### config.mk
export PLATFORM = sky130hd
export DESIGN_NAME = syncro_word_sched
export DESIGN_NICKNAME = d
export VERILOG_FILES = /design/src/rtl/syncro_sched_pkg.sv /design/src/rtl/syncro_word_sched_rr_arbiter.sv /design/src/rtl/syncro_word_sched.sv
export SDC_FILE = /design/constraint.sdc
export NUM_CORES = 1
export LEC_CHECK = 0
export BUFFER_PORTS_ARGS = -buffer_cell sky130_fd_sc_hd__buf_4
export CAP_MARGIN = 20
export CORE_MARGIN = 4
export CORE_UTILIZATION = 41
export CTS_BUF_LIST = sky130_fd_sc_hd__clkbuf_4 sky130_fd_sc_hd__clkbuf_8 sky130_fd_sc_hd__clkbuf_16
export CTS_CLUSTER_DIAMETER = 120
export DETAILED_ROUTE_END_ITERATION = 12
export PLACE_DENSITY = 0.82
export SLEW_MARGIN = 20
export SYNTH_ARGS = -nofsm -noshare
export SYNTH_HDL_FRONTEND = slang
export SYNTH_HIERARCHICAL = 1
export SYNTH_SLANG_ARGS = --single-unit
### constraint.sdc
create_clock -name clk_clkin -period 3.5 [get_ports clk_clkin]
set_clock_uncertainty 0.1 [all_clocks]
set_input_delay 0.7 -clock clk_clkin [delete_from_list [all_inputs] [get_ports clk_clkin]]
set_output_delay 0.7 -clock clk_clkin [all_outputs]
set_load 0.03 [all_outputs]
### src/rtl/syncro_sched_pkg.sv
// Shared types and defaults for the syncro word scheduler.
package syncro_sched_pkg;

  localparam int unsigned NUM_REQ_DEFAULT = 4;
  localparam int unsigned DW_DEFAULT      = 32;
  localparam int unsigned SETTLE_DEFAULT  = 3;
  localparam int unsigned MAX_RETRY       = 3;

  typedef enum logic [1:0] {
    ST_IDLE,
    ST_FLUSH,
    ST_DONE
  } sched_state_t;

endpackage

### src/rtl/syncro_word_sched_rr_arbiter.sv
// Combinational round-robin arbiter: first set request at or above ptr, wrapping.
module rr_arbiter #(
  parameter int unsigned NUM_REQ = 4,
  parameter int unsigned IW      = 2
) (
  input  logic [NUM_REQ-1:0] req,
  input  logic [IW-1:0]      ptr,
  output logic [NUM_REQ-1:0] grant_onehot,
  output logic [IW-1:0]      grant_idx,
  output logic               valid
);

  int unsigned idx;

  always_comb begin
    grant_onehot = '0;
    grant_idx    = '0;
    valid        = 1'b0;
    idx          = 0;
    for (int unsigned k = 0; k < NUM_REQ; k++) begin
      idx = (32'(ptr) + k) % NUM_REQ;
      if (!valid && req[idx]) begin
        valid             = 1'b1;
        grant_idx         = IW'(idx);
        grant_onehot[idx] = 1'b1;
      end
    end
  end

endmodule

### src/rtl/syncro_word_sched.sv
// Round-robin scheduler sharing one syncro32 crossing among NUM_REQ requesters.
// Optional SYNC_READBACK_EN: verify syncro output before ack, retry up to MAX_RETRY.
module syncro_word_sched
  import syncro_sched_pkg::*;
#(
  parameter int unsigned NUM_REQ = NUM_REQ_DEFAULT,
  parameter int unsigned DW      = DW_DEFAULT,
  parameter int unsigned SETTLE  = SETTLE_DEFAULT
) (
  input  logic                       clk_clkin,
  input  logic                       reset,
  input  logic [NUM_REQ-1:0]         req,
  input  logic [NUM_REQ*DW-1:0]      data_in,
  output logic [NUM_REQ-1:0]         ack,
  output logic [DW-1:0]              sync_data,
  output logic                       sync_wr_en,
  input  logic [DW-1:0]              sync_rdback,
  output logic                       busy,
  output logic [$clog2(NUM_REQ)-1:0] grant_id,
  output logic                       err
);

  localparam int unsigned IW = $clog2(NUM_REQ);
  localparam int unsigned CW = (SETTLE > 1) ? $clog2(SETTLE) : 1;
  localparam int unsigned RW = $clog2(MAX_RETRY + 1);

  sched_state_t       state;
  logic [IW-1:0]      ptr;
  logic [CW-1:0]      cnt;
  logic [NUM_REQ-1:0] gnt_onehot;
  logic [IW-1:0]      gnt_idx;
  logic               gnt_valid;
  logic               can_grant;
  logic [DW-1:0]      sel_word;
  logic [IW-1:0]      ptr_next;

  rr_arbiter #(
    .NUM_REQ (NUM_REQ),
    .IW      (IW)
  ) u_arb (
    .req          (req),
    .ptr          (ptr),
    .grant_onehot (gnt_onehot),
    .grant_idx    (gnt_idx),
    .valid        (gnt_valid)
  );

  always_comb begin
    sel_word = '0;
    for (int unsigned i = 0; i < NUM_REQ; i++) begin
      if (gnt_onehot[i]) sel_word = sel_word | data_in[i*DW +: DW];
    end
  end

  assign ptr_next = (grant_id == IW'(NUM_REQ - 1)) ? '0 : grant_id + 1'b1;

`ifdef SYNC_READBACK_EN
  logic [RW-1:0] retry;
  logic          rd_match;

  assign rd_match = (sync_rdback == sync_data);
  // Ack lands in IDLE here, so hold off one cycle to let the requester drop req.
  assign can_grant = gnt_valid && (ack == '0);

  always_ff @(posedge clk_clkin) begin
    if (reset) begin
      state      <= ST_IDLE;
      sync_data  <= '0;
      sync_wr_en <= 1'b1;
      ack        <= '0;
      busy       <= 1'b0;
      grant_id   <= '0;
      err        <= 1'b0;
      ptr        <= '0;
      cnt        <= '0;
      retry      <= '0;
    end else begin
      ack <= '0;
      err <= 1'b0;
      case (state)
        ST_IDLE: begin
          sync_wr_en <= 1'b1;
          if (can_grant) begin
            grant_id   <= gnt_idx;
            sync_data  <= sel_word;
            sync_wr_en <= 1'b0;
            cnt        <= CW'(SETTLE - 1);
            retry      <= '0;
            busy       <= 1'b1;
            state      <= ST_FLUSH;
          end
        end
        ST_FLUSH: begin
          if (cnt == '0) begin
            sync_wr_en <= 1'b1;
            state      <= ST_DONE;
          end else begin
            cnt <= cnt - 1'b1;
          end
        end
        ST_DONE: begin
          if (rd_match || retry == RW'(MAX_RETRY)) begin
            ack   <= NUM_REQ'(1) << grant_id;
            err   <= !rd_match;
            ptr   <= ptr_next;
            busy  <= 1'b0;
            state <= ST_IDLE;
          end else begin
            retry      <= retry + 1'b1;
            sync_wr_en <= 1'b0;
            cnt        <= CW'(SETTLE - 1);
            state      <= ST_FLUSH;
          end
        end
        default: state <= ST_IDLE;
      endcase
    end
  end
`else
  logic unused_rdback;

  assign unused_rdback = ^sync_rdback;
  assign can_grant     = gnt_valid;
  assign err           = 1'b0;

  always_ff @(posedge clk_clkin) begin
    if (reset) begin
      state      <= ST_IDLE;
      sync_data  <= '0;
      sync_wr_en <= 1'b1;
      ack        <= '0;
      busy       <= 1'b0;
      grant_id   <= '0;
      ptr        <= '0;
      cnt        <= '0;
    end else begin
      ack <= '0;
      case (state)
        ST_IDLE: begin
          sync_wr_en <= 1'b1;
          if (can_grant) begin
            grant_id   <= gnt_idx;
            sync_data  <= sel_word;
            sync_wr_en <= 1'b0;
            cnt        <= CW'(SETTLE - 1);
            busy       <= 1'b1;
            state      <= ST_FLUSH;
          end
        end
        ST_FLUSH: begin
          if (cnt == '0) begin
            sync_wr_en <= 1'b1;
            ack        <= NUM_REQ'(1) << grant_id;
            state      <= ST_DONE;
          end else begin
            cnt <= cnt - 1'b1;
          end
        end
        ST_DONE: begin
          ptr   <= ptr_next;
          busy  <= 1'b0;
          state <= ST_IDLE;
        end
        default: state <= ST_IDLE;
      endcase
    end
  end
`endif

endmodule
==> results_dict.tcl <==
set metrics [dict create \
    outcome "finished, final reports clean" \
    met2_usage 0.377 \
    clkPwrFrac 0.195 \
    stdcell_count 525 \
    period_share 0.868 \
    cp_common_cell "a22oi_1" \
    holdWs_ns 0.386 \
    port_buffers 173 \
    chipWidth_um 91.3 \
    seq_power_share 0.328 \
    cts.clk_slew.worst_paths_ns 0.09 \
    cts_resized 0 \
    wirelength_um 9130 \
    crit_type "flop to flop" \
    p_leak_nw 1.82 \
    cts_buffer_depth 2 \
    antenna_found_initial 0 \
    worst_slack_ns 0.463 \
    hp-class "flop to flop" \
    antennaDiodeCount 0 \
    crit_required_ns 3.61 \
    syn-num-nets 457 \
    cp_max_fo 18 \
    setup_viol 0 \
    synth_seq_area_share 0.324 \
    wl_per_cell_um 17.4 \
    pwr_density_cell_mw_per_mm2 481 \
    comb_power_share 0.477 \
    fillers 578 \
    cell_internal_pwr_mw 1.26 \
    coreArea_mm2 0.00676 \
    final-hold-violation-count 0 \
    ctsHtreeMaxLevel 2 \
    finalSetupTns_ns 0 \
    numClockSinks 46 \
    p_switching_uw 803 \
    postRouteAntennaNets 0 \
    rsz0062_at_grt "no" \
    cts_tree "yes" \
    path_cells "buf_4 -> mux4_2 -> and2b_2 -> a22oi_1 -> o21ai_2 -> buf_12 -> a22oi_1 -> a311oi_2" \
    grt_max_degree 60 \
    gr-usage-met1 0.233 \
    insertion_delay_ns 0.29 \
    irDropWorstVdd_mv 0.228 \
    area_growth_pct 50.8 \
    route.detailed.drc 0 \
    via_per_inst 5.68 \
    cp_slowest_stage_delay_ns 0.66 \
    postSynthAreaPerCell_um2 10.0 \
    place_inst 517 \
    initial_core_util 0.421 \
    dr.pass1.iters 5 \
    postSynthCellCount 284 \
    drv.max_cap_violation_count 0 \
    fp.dieH_um 91.3 \
    worstMarginPinSlew_ns 0.758 \
    grt_first_pass_wirelength_um 14100 \
    drive_above_1_share 0.524 \
    met3_usage 0.0630 \
    grt_use_total 0.207 \
    die-area_mm2 0.00834 \
    gp_congestion 0.805 \
    grt-ovfl-total 0 \
    ctsRootBufferMaster "clkbuf_8" \
    post_cts_buffers 0 \
    fin_crit_ns 3.04 \
    grt_pass1_vias 2919 \
    fmax_ghz 0.329 \
    slew_viol_final 0 \
    yosys_warnings 6 \
    synth.distinct_cells 37 \
    cp_top_family "compound AO/OA/AOI/OAI gates" \
    syn_area_mm2 0.00285 \
    cp.arrival_ns 3.14 \
    fin_nets 617 \
    ys_ff_latch 46 \
    sw_frac_of_total 0.390 \
    cts_buffers 5 \
    hold_buffers 0 \
    utilization 0.635 \
    crit_path_start_kind "flop" \
    std_cell_rows 30 \
    busiest_layer "met2" \
    vias 2984 \
    drtIter0Drc 120 \
    hpwl_um 6960 \
    dpl_worst_slack_ns 0.250 \
    worst_path_max_delay_cell "mux4_2" \
    maxSlewHeadroom 0.495 \
    worstPathBufferInverterCount 2 \
    worstSetupEndpointType "flop" \
    ios 207 \
]
==> per-layer routing <==
layer	vias up	routed length, µm	share of wire
li1	1443	-	-
met1	1395	3420	0.38
met2	130	4740	0.52
met3	16	773	0.085
met4	0	194	0.021
met5	-	0	0
==> path summary, 6_finish.rpt <==
path	from	end	slack, ns	cells past startpoint
worst max register to register	ptr[0]	sync_data[3]	0.46	8
worst min register to register	cnt[1]	cnt[1]	0.39	2
worst min-delay path	cnt[1]	cnt[1]	0.39	2
worst max-delay path	ptr[0]	sync_data[3]	0.46	8
==> worst register-to-register path, cell delays in order, from the launching register on <==
cell and delay (ns):
dfxtp_1 0.35, buf_4 0.22, mux4_2 0.66, and2b_2 0.31
a22oi_1 0.09, o21ai_2 0.61, buf_12 0.24, a22oi_1 0.12
a311oi_2 0.25
==> synthesized netlist by cell type, drive strengths merged <==
cell type / n / area, µm²
o31ai: 1 / 7.51
nor2: 45 / 169
a32o: 1 / 10.0
a31oi: 1 / 6.26
nor4: 1 / 6.26
o221ai: 1 / 8.76
a22oi: 72 / 541
clkbuf: 17 / 63.8
nor2b: 5 / 31.3
buf: 12 / 124
dfxtp: 46 / 921
mux2i: 6 / 60.1
mux2: 1 / 11.3
o21ba: 1 / 10.0
and4bb: 1 / 12.5
nand2b: 2 / 12.5
and3: 1 / 6.26
ha: 7 / 87.6
mux4: 4 / 97.6
a221oi: 1 / 8.76
conb: 1 / 3.75
nand2: 2 / 7.51
inv: 5 / 18.8
a21oi: 1 / 5.00
nor4b: 2 / 32.5
nor3b: 2 / 26.3
o21ai: 6 / 30.0
and2b: 1 / 8.76
nor3: 3 / 15.0
o21bai: 2 / 15.0
o211ai: 1 / 7.51
a311oi: 32 / 480
==> metrics by stage <==
step           area (µm²)  total power [mW]
6_report             4290              2.06
4_1_cts              4290              2.08
2_1_floorplan        2850              1.33
3_3_place_gp         4180              1.65
5_1_grt              4290              2.17
3_5_place_dp         4180              1.68
==> state kept, by name, summed over array words and instances, names as in the netlist <==
register / count
cnt: 2
sync_wr_en: 1
busy: 1
ack: 4
ptr: 2
state: 2
grant_id: 2
sync_data: 32
==> power groups by stage <==
stage	clock network (mW)	logic [mW]	registers, mW
6_report	0.402	0.984	0.675
5_1_grt	0.432	1.05	0.688
4_1_cts	0.411	0.990	0.676
2_1_floorplan	0	0.484	0.850
3_3_place_gp	0	0.970	0.683
3_5_place_dp	0	0.988	0.687
==> layout make-up <==
type	count	area, µm²	area share
clock buffer	5	68.8	0.0160
timing repair buffer	182	1400	0.327
tap	80	100	0.0233
sequential	46	921	0.215
inverter	5	18.8	0.00437
clock inverter	3	45.0	0.0105
multi-input combinational	204	1730	0.404
==> cell families (layout without fill, tap and decap cells) <==
kind of cell | count (synthesis) | in the layout | share of synthesized area
AO/OA/AOI/OAI | 120 | 120 | 0.397
multiplexers | 11 | 11 | 0.0594
adder cells (fa/ha/maj) | 7 | 7 | 0.0308
other | 1 | 1 | 0.00132
buffers and inverters | 34 | 195 | 0.0726
AND/OR/NAND/NOR | 65 | 65 | 0.115
flip-flops | 46 | 46 | 0.324
==> layout by cell type (no fill, tap or decap), types with 4 or more instances in the layout <==
cell and count:
a22oi_1 72, a311oi_2 32, buf_4 179, clkbuf_8 5, dfxtp_1 46, ha_1 7, inv_1 5, mux2i_1 6
nor2_1 45, nor2b_1 5, o21ai_2 4
(Power assumes the default switching activity.)
